File: src/rtl/uart_tx_queue_if.sv
`default_nettype none
// ============================================================================
//  Module      : uart_tx_queue_if
//  Description : Bundle of the host-write, status and transmitter-handshake
//                signals of uart_tx_queue.
//                master : host / transmitter side (drives wr_en, wr_data,
//                         donetx; observes everything else)
//                slave  : the queue itself
//  Parameters  : DEPTH - FIFO depth in bytes; sets the width of count
//  Signals     : wr_en, wr_data[7:0], full, empty, count[AW:0], overflow,
//                dintx[7:0], newdata, donetx, busy
//  Revision    : 1.0 - initial release
// ============================================================================
interface uart_tx_queue_if #(
    parameter int DEPTH = 16
);
    localparam int AW = $clog2(DEPTH);

    logic          wr_en;
    logic [7:0]    wr_data;
    logic          full;
    logic          empty;
    logic [AW:0]   count;
    logic          overflow;
    logic [7:0]    dintx;
    logic          newdata;
    logic          donetx;
    logic          busy;

    modport master (
        output wr_en, wr_data, donetx,
        input  full, empty, count, overflow, dintx, newdata, busy
    );

    modport slave (
        input  wr_en, wr_data, donetx,
        output full, empty, count, overflow, dintx, newdata, busy
    );
endinterface
`default_nettype wire

File: src/rtl/uart_tx_queue.sv
`default_nettype none
// ============================================================================
//  Module      : uart_tx_queue
//  Description : Byte FIFO plus launch sequencer placed in front of a UART
//                transmitter. Host bytes are buffered; one byte at a time is
//                presented on dintx with a one-cycle newdata strobe, and the
//                next launch waits for the transmitter's donetx pulse.
//  Config macro: UART_TXQ_GAP_EN - when defined, a GAP state inserts
//                GAP_CYCLES idle clocks after every donetx.
//  Ports       : clk, rst (sync, active-high)
//                bus (uart_tx_queue_if.slave):
//                  wr_en/wr_data  host write strobe and byte
//                  full/empty/count/overflow  FIFO status (overflow sticky)
//                  dintx/newdata  byte and launch strobe to the transmitter
//                  donetx         transmitter completion pulse
//                  busy           sequencer not in IDLE
//  Revision    : 1.0 - initial release
// ============================================================================
module uart_tx_queue #(
    parameter int DEPTH      = 16,
    parameter int GAP_CYCLES = 104
) (
    input  wire logic         clk,
    input  wire logic         rst,
    uart_tx_queue_if.slave    bus
);

    localparam int             AW      = $clog2(DEPTH);
    localparam logic [AW:0]    C_DEPTH = (AW + 1)'(DEPTH);

    // Elaboration-time guard on the parameter ranges the logic relies on.
    if (DEPTH < 2 || (DEPTH & (DEPTH - 1)) != 0 || GAP_CYCLES < 1) begin : g_param_check
        $error("uart_tx_queue: DEPTH must be a power of two >= 2 and GAP_CYCLES >= 1");
    end

`ifdef UART_TXQ_GAP_EN
    localparam int GW = (GAP_CYCLES > 1) ? $clog2(GAP_CYCLES) : 1;

    typedef enum logic [1:0] {
        ST_IDLE      = 2'd0,
        ST_WAIT_DONE = 2'd1,
        ST_GAP       = 2'd2
    } state_t;
`else
    typedef enum logic [1:0] {
        ST_IDLE      = 2'd0,
        ST_WAIT_DONE = 2'd1
    } state_t;
`endif

    // ------------------------------------------------------------------
    // Storage and bookkeeping
    // ------------------------------------------------------------------
    logic [7:0]    mem_q [DEPTH];
    logic [AW-1:0] wr_ptr_q;
    logic [AW-1:0] rd_ptr_q;
    logic [AW:0]   count_q;
    logic [AW:0]   count_d;
    logic          overflow_q;

    state_t        state_q;
    logic [7:0]    dintx_q;
    logic          newdata_q;
`ifdef UART_TXQ_GAP_EN
    logic [GW-1:0] gap_cnt_q;
`endif

    logic          w_full;
    logic          w_wr_accept;
    logic          w_pop;

    assign w_full = (count_q == C_DEPTH);

    always_comb begin
        // Full check is on the pre-edge count, so a write while full is
        // dropped even if a pop frees a slot at the same edge.
        w_wr_accept = bus.wr_en && !w_full;
        w_pop       = (state_q == ST_IDLE) && (count_q != '0);
        count_d     = count_q;
        case ({w_wr_accept, w_pop})
            2'b10:   count_d = count_q + 1'b1;
            2'b01:   count_d = count_q - 1'b1;
            default: count_d = count_q;
        endcase
    end

    always_ff @(posedge clk) begin
        if (rst) begin
            wr_ptr_q   <= '0;
            count_q    <= '0;
            overflow_q <= 1'b0;
        end else begin
            count_q <= count_d;
            if (w_wr_accept) begin
                wr_ptr_q <= wr_ptr_q + 1'b1;
            end
            if (bus.wr_en && w_full) begin
                overflow_q <= 1'b1;
            end
        end
    end

    // Contents need no reset: count_q alone decides what is valid.
    always_ff @(posedge clk) begin
        if (w_wr_accept) begin
            mem_q[wr_ptr_q] <= bus.wr_data;
        end
    end

    // ------------------------------------------------------------------
    // Launch sequencer
    // ------------------------------------------------------------------
    always_ff @(posedge clk) begin
        if (rst) begin
            state_q   <= ST_IDLE;
            rd_ptr_q  <= '0;
            dintx_q   <= 8'h00;
            newdata_q <= 1'b0;
`ifdef UART_TXQ_GAP_EN
            gap_cnt_q <= '0;
`endif
        end else begin
            newdata_q <= 1'b0;
            case (state_q)
                ST_IDLE: begin
                    if (w_pop) begin
                        dintx_q   <= mem_q[rd_ptr_q];
                        newdata_q <= 1'b1;
                        rd_ptr_q  <= rd_ptr_q + 1'b1;
                        state_q   <= ST_WAIT_DONE;
                    end
                end
                ST_WAIT_DONE: begin
                    // dintx_q is left untouched so the transmitter sees a
                    // stable byte for the whole frame.
                    if (bus.donetx) begin
`ifdef UART_TXQ_GAP_EN
                        gap_cnt_q <= GW'(GAP_CYCLES - 1);
                        state_q   <= ST_GAP;
`else
                        state_q   <= ST_IDLE;
`endif
                    end
                end
`ifdef UART_TXQ_GAP_EN
                ST_GAP: begin
                    if (gap_cnt_q == '0) begin
                        state_q <= ST_IDLE;
                    end else begin
                        gap_cnt_q <= gap_cnt_q - 1'b1;
                    end
                end
`endif
                default: begin
                    state_q <= ST_IDLE;
                end
            endcase
        end
    end

    // ------------------------------------------------------------------
    // Outputs: registers or decodes of registers only
    // ------------------------------------------------------------------
    assign bus.full     = w_full;
    assign bus.empty    = (count_q == '0);
    assign bus.count    = count_q;
    assign bus.overflow = overflow_q;
    assign bus.dintx    = dintx_q;
    assign bus.newdata  = newdata_q;
    assign bus.busy     = (state_q != ST_IDLE);

endmodule
`default_nettype wire

File: src/flat_wrapper.sv
// flat-port wrapper written by rule: the top's interface ports become plain ports
module uart_tx_queue_flat 
#(
    parameter int DEPTH      = 16,
    parameter int GAP_CYCLES = 104
)
  (clk, rst, bus_wr_en, bus_wr_data, bus_donetx, bus_full, bus_empty, bus_count, bus_overflow, bus_dintx, bus_newdata, bus_busy);
  uart_tx_queue_if #(.DEPTH(DEPTH)) bus_i ();
  input  wire logic clk;
  input  wire logic rst;
  input wire logic [$bits(bus_i.wr_en)-1:0] bus_wr_en;
  input wire logic [$bits(bus_i.wr_data)-1:0] bus_wr_data;
  input wire logic [$bits(bus_i.donetx)-1:0] bus_donetx;
  output wire logic [$bits(bus_i.full)-1:0] bus_full;
  output wire logic [$bits(bus_i.empty)-1:0] bus_empty;
  output wire logic [$bits(bus_i.count)-1:0] bus_count;
  output wire logic [$bits(bus_i.overflow)-1:0] bus_overflow;
  output wire logic [$bits(bus_i.dintx)-1:0] bus_dintx;
  output wire logic [$bits(bus_i.newdata)-1:0] bus_newdata;
  output wire logic [$bits(bus_i.busy)-1:0] bus_busy;
  assign bus_i.wr_en = bus_wr_en;
  assign bus_i.wr_data = bus_wr_data;
  assign bus_i.donetx = bus_donetx;
  assign bus_full = bus_i.full;
  assign bus_empty = bus_i.empty;
  assign bus_count = bus_i.count;
  assign bus_overflow = bus_i.overflow;
  assign bus_dintx = bus_i.dintx;
  assign bus_newdata = bus_i.newdata;
  assign bus_busy = bus_i.busy;
  uart_tx_queue #(.DEPTH(DEPTH), .GAP_CYCLES(GAP_CYCLES)) u_core (.clk(clk), .rst(rst), .bus(bus_i));
endmodule
File: config.mk
export PLATFORM = sky130hd
export DESIGN_NAME = uart_tx_queue_flat
export DESIGN_NICKNAME = d
export VERILOG_FILES = /design/src/rtl/uart_tx_queue_if.sv /design/src/rtl/uart_tx_queue.sv /design/src/flat_wrapper.sv
export SDC_FILE = /design/constraint.sdc
export NUM_CORES = 1
export LEC_CHECK = 0
export ABC_CLOCK_PERIOD_IN_PS = 5400
export CELL_PAD_IN_SITES_DETAIL_PLACEMENT = 1
export CELL_PAD_IN_SITES_GLOBAL_PLACEMENT = 2
export CORE_UTILIZATION = 40
export CTS_CLUSTER_SIZE = 24
export DETAILED_ROUTE_END_ITERATION = 16
export GPL_TIMING_DRIVEN = 1
export HOLD_SLACK_MARGIN = 0.05
export PLACE_DENSITY = 0.73
export SYNTH_ARGS = -nofsm -noshare
export SYNTH_HDL_FRONTEND = slang
export SYNTH_SLANG_ARGS = --single-unit
File: constraint.sdc
create_clock -name clk -period 5.4 [get_ports clk]
set_clock_uncertainty 0.15 [all_clocks]
set_input_delay 0.54 -clock clk [delete_from_list [all_inputs] [get_ports clk]]
set_output_delay 0.54 -clock clk [all_outputs]
set_load 0.005 [all_outputs]
**After elaboration in Yosys (flattened, before gate mapping)**

Memory sizes are Yosys's and may differ from the RTL's. A register that Yosys moved wholly into a read port is not among the register bits.
Index checks and enable logic that the tools add are counted.

- Word-level logic and storage cells: 37
- Output and inout bits: 18
- Input port bits: 12
- Memories kept: 1
- Register bits after elaboration: 17
- RAM bits: 128

- Muxes and demuxes: 7
- Bitwise logic cells: 1
- Reductions and logical operators: 12
- Add/sub/neg operators: 4
- Equal/unequal tests: 6

Memories:

| memory | words | bits a word | rd ports | clocked after memory_dff | wr ports | line | source |
|---|---|---|---|---|---|---|---|
| u_core.mem_q | 16 | 8 | 1 | 1 | 1 | uart_tx_queue.sv:54 | `logic [7:0] mem_q [DEPTH];` |

Operators with widths:

| kind | number |
|---|---|
| 5-bit case mux with 2 select lines | 1 |
| 4-bit by 1-bit adder with 4-bit output (second input constant) | 2 |
| 5-bit by 1-bit adder with 5-bit output (second input constant) | 1 |
| 5-bit equality test (second input constant) | 1 |
| 5-bit logical NOT | 1 |
| 5-bit nonzero test | 1 |
| 5-bit by 1-bit subtractor with 5-bit output (second input constant) | 1 |
| 2-bit by 1-bit equality test with 1-bit output (second input constant) | 2 |
| 2-bit 2-to-1 mux | 2 |
| 2-bit case mux with 2 select lines | 1 |
| 2-bit AND reduction | 2 |
| 2-bit nonzero test | 2 |
| 1-bit logical AND | 3 |
| 1-bit 2-to-1 mux | 3 |
| 2-bit equality test (second input constant) | 1 |
| 2-bit logical NOT | 1 |
| 2-bit by 1-bit inequality test with 1-bit output (second input constant) | 1 |
| 2-bit inequality test (second input constant) | 1 |
| 2-bit OR reduction | 1 |
| 1-bit logical NOT | 1 |
| 1-bit inverter | 1 |

**Logic depth before layout (Yosys ltp)**

Gate-level depths: netlist (run 1).

- Word-level depth: 5
- Gate-level depth with buffers: 11

**Worst setup path after synthesis (run 1)**

No wires, ideal clock.

- Kind: flip-flop to flip-flop
- Start: register u_core.count_q[0] (netlist: u_core.bus.count[0])
- End: register u_core.count_q[4] (netlist: u_core.bus.count[4])
- Library setup time: 123 ps
- Clock period less this slack: 2,956 ps
- Stages on the path, launching flop included: 12
- Slack: 2,444 ps
- Path buffers: 1
- Arrival time: 2,683 ps
- Cells stage by stage: dfxtp_1 -> nor4_4 -> a21oi_1 -> clkbuf_1 -> ha_1 -> inv_1 -> fa_1 -> nor2b_1 -> o21ai_1 -> nand3_1 -> or3b_1 -> mux2_1

- Elaborated cells on any way between the ends: 11
- Those cells by class: 2 x add/sub; 3 x eq/ne; 1 x mux; 5 x reduce/logical

RTL lines:

| item | line | source |
|---|---|---|
| start: declaration | uart_tx_queue.sv:57 | `logic [AW:0] count_q;` |
| start signal: assignment | uart_tx_queue.sv:93 | `count_q <= count_d;` |
| 5-bit nonzero test (*) | uart_tx_queue.sv:78 | `w_pop = (state_q == ST_IDLE) && (count_q != '0);` |
| 1-bit logical AND (*) | uart_tx_queue.sv:78 |  |
| via u_core.w_pop | uart_tx_queue.sv:70 | `logic w_pop;` |
| 2-bit by 1-bit equality test with 1-bit output or 2-bit equality test (tied branches) | uart_tx_queue.sv:80 | `case ({w_wr_accept, w_pop})` |
| 5-bit case mux with 2 select lines or 2-bit nonzero test (tied branches) | - |  |

The timed path passes the listed nets; every way through them passes the cells marked *.
A chain may end at the register's enable or synchronous reset.

**Final worst setup path (run 1)**

- Start: register u_core.count_q[0] (netlist: u_core.bus.count[0])
- End: register u_core.count_q[4] (netlist: u_core.bus.count[4])

- Word-level cells in the longest chain between the ends: 5
- Elaborated cells on any way between the ends: 11
- Those cells by class: 2 x add/sub; 3 x eq/ne; 1 x mux; 5 x reduce/logical

RTL lines:

| item | line | source |
|---|---|---|
| 5-bit equality test | uart_tx_queue.sv:72 | `assign w_full = (count_q == C_DEPTH);` |
| 1-bit logical NOT | uart_tx_queue.sv:77 | `w_wr_accept = bus.wr_en && !w_full;` |
| 1-bit logical AND | uart_tx_queue.sv:77 |  |
| 2-bit by 1-bit equality test with 1-bit output or 2-bit equality test (tied branches) | uart_tx_queue.sv:80 |  |
| 5-bit case mux with 2 select lines or 2-bit nonzero test (tied branches) | - |  |

Several ways; a longest one is shown, not always the timed one.

==> results.json, run 1 <==
{
  "p_per_area_nw_per_um2": 463,
  "min_from": "u_core.bus.overflow",
  "yosys.area_share.simple": 0.0639,
  "arrival_ns": 3.66,
  "drive_above_1_share": 0.0776,
  "n_antenna_cell": 0,
  "first_iter_violations": 156,
  "ioPinCount": 30,
  "max-vdd-ir-drop_v": 0.000222,
  "finalSetupViolCount": 0,
  "core-area_um2": 14700,
  "final_cell_count_no_fill": 622,
  "postCtsHoldBufs": 0,
  "use_met3": 0.0462,
  "cp_cell_sequence": "nor4_4 > a21oi_2 > ha_1 > inv_1 > fa_1 > nor2b_1 > o21ai_1 > nand3_1 > or3b_1 > mux2_1",
  "slew_violations": 0,
  "root_buffer": "clkbuf_16",
  "ys_warn_count": 0,
  "worst_pin_slew_ns": 1.25,
  "area_growth_pct": 17.2,
  "ys_top_cells_by_area": "edfxtp_1 (63%), mux2i_1 (11%), dfxtp_1 (7.9%), o22ai_1 (3.3%), nor2_1 (2.5%)",
  "global_route.usage.met2": 0.318,
  "rrSetupSlack_ns": 1.89,
  "status": "finished, final reports clean",
  "hold_path.class": "reg2reg",
  "cp_slowest_cell": "a21oi_2",
  "n_fill_cell": 1420,
  "crit_path_start_kind": "register",
  "port_buffers": 29,
  "maxCapViolations": 0,
  "synth_top_area_share": 0.633,
  "via_per_inst": 5.37,
  "post_drt_wl_per_cell_um": 22.0,
  "synth_seq_cells": 152,
  "route.detailed.drc": 0,
  "fp.dieW_um": 125,
  "synth-adder-area-share": 0.0218,
  "min_path_cells": 2,
  "dieArea_um2": 15700,
  "synth_area_per_cell_um2": 15.3,
  "clk_latency_ns": 0.42,
  "routed_wirelength_um": 13700,
  "cts_buffers": 17,
  "fin_nets": 447,
  "synth_compound_area_frac": 0.0534,
  "synth_top_family_by_area": "multiplexers",
  "busiest_layer": "met2",
  "h-tree-depth": 4,
  "path_clk_slew_ns": 0.06,
  "start_util": 0.413,
  "first_pass_iters": 4,
  "worstPathRequired_ns": 5.55,
  "multiInputGateArea_um2": 1590,
  "yosysMostFrequentCell": "edfxtp_1",
  "seqCellArea_um2": 4330,
  "synth-main-ff-cell": "edfxtp_1",
  "critPathLaunch": "u_core.bus.count[0]",
  "grt_pass1_wl_um": 20700,
  "grt_usage": 0.185,
  "die_h_um": 125,
  "synth_xor_area_frac": 0.0115,
  "finish.utilization": 0.484,
  "synth_mux_area_frac": 0.111,
  "period_share": 0.650,
  "r2r_end": "u_core.bus.count[4]",
  "critPathCaptureType": "register",
  "gpl.final_weighted_congestion": 0.773,
  "synth_edf_count": 128,
  "cts_tree": "done",
  "clock-sinks": 152,
  "ant_nets": 0,
  "overflow": 0,
  "holdPathEnd": "u_core.bus.overflow",
  "p_leak_nw": 2.23,
  "rsz0062_at_grt": "no",
  "yosys.area.top_type": "edfxtp_1",
  "clockBufferDepth": 2,
  "grt_pass1_vias": 3546,
  "final_hold_viol_count": 0,
  "yosysSeqAreaShare": 0.712,
  "fin_tns_setup_ns": 0,
  "slew_headroom": 0.162,
  "grt_use_met1": 0.222,
  "finalCriticalPeriod_ns": 3.51,
  "synth-async-reset-ratio": 0,
  "rr_startpoint": "u_core.bus.count[0]",
  "critPathMaxFanout": 22,
  "ys_top_cells_by_count": "edfxtp_1 (128), mux2i_1 (66), nor2_1 (40)",
  "cp_num_buf_inv": 1,
  "vias": 3342,
  "synth_cell_types": 33,
  "syn_nets": 419,
  "crit_family": "compound AO/OA/AOI/OAI gates",
  "rows": 44,
  "grt_max_degree": 67,
  "antenna_found_initial": 0,
  "cts.repair.resized": 0,
  "slowest_delay_ns": 0.76,
  "place_inst": 589,
  "ff2ff_path_depth": 10,
  "netlist_area_um2": 6070,
  "syn_inst": 397,
  "post-cts-setup-buffers": 0,
  "clock.fmax_mhz": 285,
  "path_class": "reg2reg",
  "dp_hpwl_um": 9030
}
cells in the final DEF (no fill, tap or decap), types with 2 or more instances in the layout:
cell / netlist / layout
clkinv_2: 0 / 3
and2_1: 2 / 2
a211oi_1: 8 / 8
edfxtp_1: 128 / 128
or3b_1: 2 / 2
nand3b_1: 3 / 3
xor2_1: 5 / 5
ha_1: 9 / 9
nand3_1: 2 / 2
nand2_1: 8 / 8
nand4_1: 2 / 2
bufinv_16: 0 / 5
o22ai_1: 32 / 32
clkdlybuf4s50_1: 0 / 29
nor3_1: 6 / 6
nor2_1: 40 / 40
xnor2_1: 3 / 3
nor2b_1: 2 / 2
a21oi_1: 8 / 7
clkinv_4: 0 / 2
nor4_1: 8 / 8
nand2b_1: 2 / 2
clkbuf_1: 7 / 3
mux2i_1: 66 / 66
clkbuf_16: 0 / 17
inv_1: 9 / 9
dfxtp_1: 24 / 23
worst max-delay path by stage:
stage | end | cells past startpoint
after floorplan | u_core.bus.count[4] | 11
after global placement | u_core.bus.count[4] | 10
final | u_core.bus.count[4] | 10
after CTS | u_core.bus.count[4] | 10
after global routing | u_core.bus.count[4] | 10
after detailed placement | u_core.bus.count[4] | 10
stage by stage:
| stage | setup WS [ns] | instance area [µm²] | power (W) | hold WS (ns) |
|---|---|---|---|---|
| 2_1_floorplan | 2.44 | 6070 | 0.00180 | 0.310 |
| 3_3_place_gp | 1.99 | 6470 | 0.00203 | 0.305 |
| 3_5_place_dp | 1.90 | 6470 | 0.00205 | 0.312 |
| 4_1_cts | 1.88 | 7110 | 0.00333 | 0.331 |
| 5_1_grt | 1.65 | 7120 | 0.00342 | 0.376 |
| 6_report | 1.89 | 7120 | 0.00330 | 0.323 |
metal layers:
| metal | routed length [µm] | vias to the layer above |
|---|---|---|
| met5 | 0 | - |
| met3 | 325 | 19 |
| met4 | 240 | 0 |
| li1 | - | 1573 |
| met1 | 6080 | 1705 |
| met2 | 7010 | 45 |
cells by family after synthesis:
kind of cell,Yosys count
flip-flops,152
AND/OR/NAND/NOR,79
multiplexers,67
AO/OA/AOI/OAI,51
buffers and inverters,30
adder cells (fa/ha/maj),10
XOR/XNOR,8
state kept, by name, summed over array words and instances (netlist names):
register             flops
u_core.state_q           1
u_core.wr_ptr_q          4
u_core.bus.count         5
u_core.mem_q           128
u_core.bus.overflow      1
u_core.bus.dintx         8
u_core.rd_ptr_q          4
u_core.bus.newdata       1
tightest hold or removal path: cells and delay by family (launching register included):
family             cells  cell delay, ns
DFF                    1            0.33
and+or+nand+nor        1            0.07
AOI/OAI and AO/OA      1            0.04
layout make-up:
type | instances | share of cell area
Sequential cell | 152 | 0.608
Timing Repair Buffer | 30 | 0.0418
Clock inverter | 12 | 0.0280
Inverter | 9 | 0.00475
Multi-Input combinational cell | 215 | 0.223
Clock buffer | 20 | 0.0614
Tap cell | 184 | 0.0324
power breakdown:
group	total [W]	switching, W	internal [W]	leakage (nW)
Combinational	0.000590	0.000331	0.000259	0.572
Clock	0.00127	0.000453	0.000819	0.308
Sequential	0.00144	0.0000847	0.00135	1.35
(Power assumes the default switching activity.)
==> run 2: changes to the inputs <==
Settings changed: ABC_CLOCK_PERIOD_IN_PS 5400 to 3400.
Clock period 5.4 ns to 3.4 ns, I/O delays scaled along.
==> run 2 against run 1 <==
Cell count increased by 2.3%. Sequential share of layout area is 0.52 points lower. Wire length increased by 1.4%. Maximum frequency grew 18%. Setup slack got worse by 1.5 ns. Cell area up 0.86%. Utilization is 0.42 points higher. Clock power increased by 43%. Largest power group unchanged. First-iteration DRC count grew 23%. Flip-flop and latch count stayed put. Total power increased by 53%.
==> results.json, run 2 (synthesized netlist as in run 1, its figures left out) <==
{
  "start_util": 0.413,
  "holdPathEnd": "u_core.bus.overflow",
  "pwr-share-comb": 0.191,
  "clockBufferDepth": 2,
  "die_h_um": 125,
  "seqCellArea_um2": 4330,
  "p_leak_nw": 2.28,
  "switching_share": 0.275,
  "place_inst": 604,
  "final_common_cell": "edfxtp_1",
  "cp_cell_sequence": "nor4_4 > a21boi_2 > inv_1 > ha_1 > inv_1 > fa_1 > nor2b_1 > o21ai_1 > nand3_1 > or3b_1 > mux2_1",
  "worst_pin_slew_ns": 0.769,
  "postCtsHoldBufs": 0,
  "r2r_end": "u_core.bus.count[4]",
  "min_path_cells": 2,
  "rows": 44,
  "route.detailed.drc": 0,
  "rr_startpoint": "u_core.bus.count[0]",
  "final_cell_mix": "edfxtp_1 (128), mux2i_1 (66), nor2_1 (40), o22ai_1 (32), clkdlybuf4s50_1 (29)",
  "final_hold_viol_count": 0,
  "max-vdd-ir-drop_v": 0.000531,
  "grt_usage": 0.191,
  "top_register": "u_core.mem_q",
  "n_antenna_cell": 0,
  "grt_max_degree": 38,
  "rsz0062_at_grt": "no",
  "area_growth_pct": 18.2,
  "maxCapViolations": 0,
  "overflow": 0,
  "final_cell_count_no_fill": 636,
  "finalCriticalPeriod_ns": 2.98,
  "total_power_w": 0.00504,
  "cts_buffers": 17,
  "post_drt_wl_per_cell_um": 21.8,
  "grt_use_met1": 0.233,
  "seqPwrFrac": 0.447,
  "use_met3": 0.0471,
  "clock.fmax_mhz": 336,
  "ff2ff_path_depth": 11,
  "path_class": "reg2reg",
  "drive_above_1_share": 0.108,
  "fin_nets": 461,
  "cts.repair.resized": 0,
  "fp.dieW_um": 125,
  "dp_hpwl_um": 9070,
  "slew_headroom": 0.486,
  "slowest_delay_ns": 0.41,
  "critPathMaxFanout": 5,
  "clk_latency_ns": 0.42,
  "vias": 3415,
  "path_clk_slew_ns": 0.06,
  "worstPathRequired_ns": 3.56,
  "antenna_found_initial": 0,
  "p_sw_w": 0.00138,
  "first_iter_violations": 192,
  "busiest_layer": "met2",
  "gpl.final_weighted_congestion": 0.723,
  "ioPinCount": 30,
  "port_buffers": 29,
  "status": "finished, final reports clean",
  "slew_violations": 0,
  "crit_top_cell": "inv_1",
  "cts_tree": "done",
  "cp_slowest_cell": "nor4_4",
  "critPathCaptureType": "register",
  "period_share": 0.876,
  "global_route.usage.met2": 0.319,
  "clock-sinks": 152,
  "timing.hold.ws_ns": 0.324,
  "via_per_inst": 5.37,
  "p_int_w": 0.00365,
  "first_pass_iters": 4,
  "h-tree-depth": 4,
  "multiInputGateArea_um2": 1590,
  "post-cts-setup-buffers": 0,
  "largest_reg_flops": 128,
  "routed_wirelength_um": 13800,
  "ant_nets": 0,
  "grt_pass1_vias": 3661,
  "min_from": "u_core.bus.overflow",
  "rrSetupSlack_ns": 0.42,
  "n_fill_cell": 1418,
  "crit_path_start_kind": "register",
  "dieArea_um2": 15700,
  "finalSetupViolCount": 0,
  "arrival_ns": 3.14,
  "core-area_um2": 14700,
  "fin_tns_setup_ns": 0,
  "grt_pass1_wl_um": 21500,
  "root_buffer": "clkbuf_16",
  "hold_path.class": "reg2reg",
  "clkPwrFrac": 0.362,
  "p_per_area_nw_per_um2": 702
}
run 2: worst max path at each step:
stage                     slack [ns]                 from  cells after the start                   to
after floorplan                 0.44  u_core.bus.count[0]                     11  u_core.bus.count[4]
after global routing            0.23  u_core.bus.count[0]                     11  u_core.bus.count[4]
after CTS                       0.41  u_core.bus.count[0]                     11  u_core.bus.count[4]
final                           0.42  u_core.bus.count[0]                     11  u_core.bus.count[4]
after detailed placement        0.37            bus_wr_en                     11  u_core.bus.count[4]
after global placement          0.48            bus_wr_en                     11  u_core.bus.count[4]
run 2: layer usage:
layer,wire length [µm],vias to the layer above
met4,342,0
met3,509,22
li1,-,1602
met5,0,-
met2,6920,67
met1,6080,1724
run 2: critical path, delay by kind of cell, from the launching register on:
family,cells,cell delay (ns)
mux,1,0.31
compound gates,2,0.22
fa+ha+maj,2,0.61
simple gates,4,1.03
flops,1,0.37
buf+inv,2,0.18
run 2: layout make-up:
class / instances / share of cell area
flip-flops and latches: 152 / 0.603
repair buffers: 44 / 0.0579
clock buffers: 17 / 0.0593
inverters: 9 / 0.00471
clock inverters: 15 / 0.0214
multi-input cells: 215 / 0.222
well taps: 184 / 0.0321
run 2: through the flow:
step / setup slack [ns] / utilization / area, µm²
6_report: 0.420 / 0.488 / 7180
3_3_place_gp: 0.476 / 0.449 / 6600
2_1_floorplan: 0.444 / - / 6070
4_1_cts: 0.409 / 0.488 / 7180
5_1_grt: 0.228 / 0.488 / 7180
3_5_place_dp: 0.372 / 0.449 / 6600
run 2: power groups by stage:
stage                     combinational (W)  clock (W)  sequential [W]
after CTS                          0.000978    0.00186         0.00226
after global placement             0.000939          0         0.00228
final                              0.000960    0.00182         0.00225
after detailed placement           0.000967          0         0.00229
after global routing                0.00106    0.00192         0.00227
after floorplan                    0.000612          0         0.00225
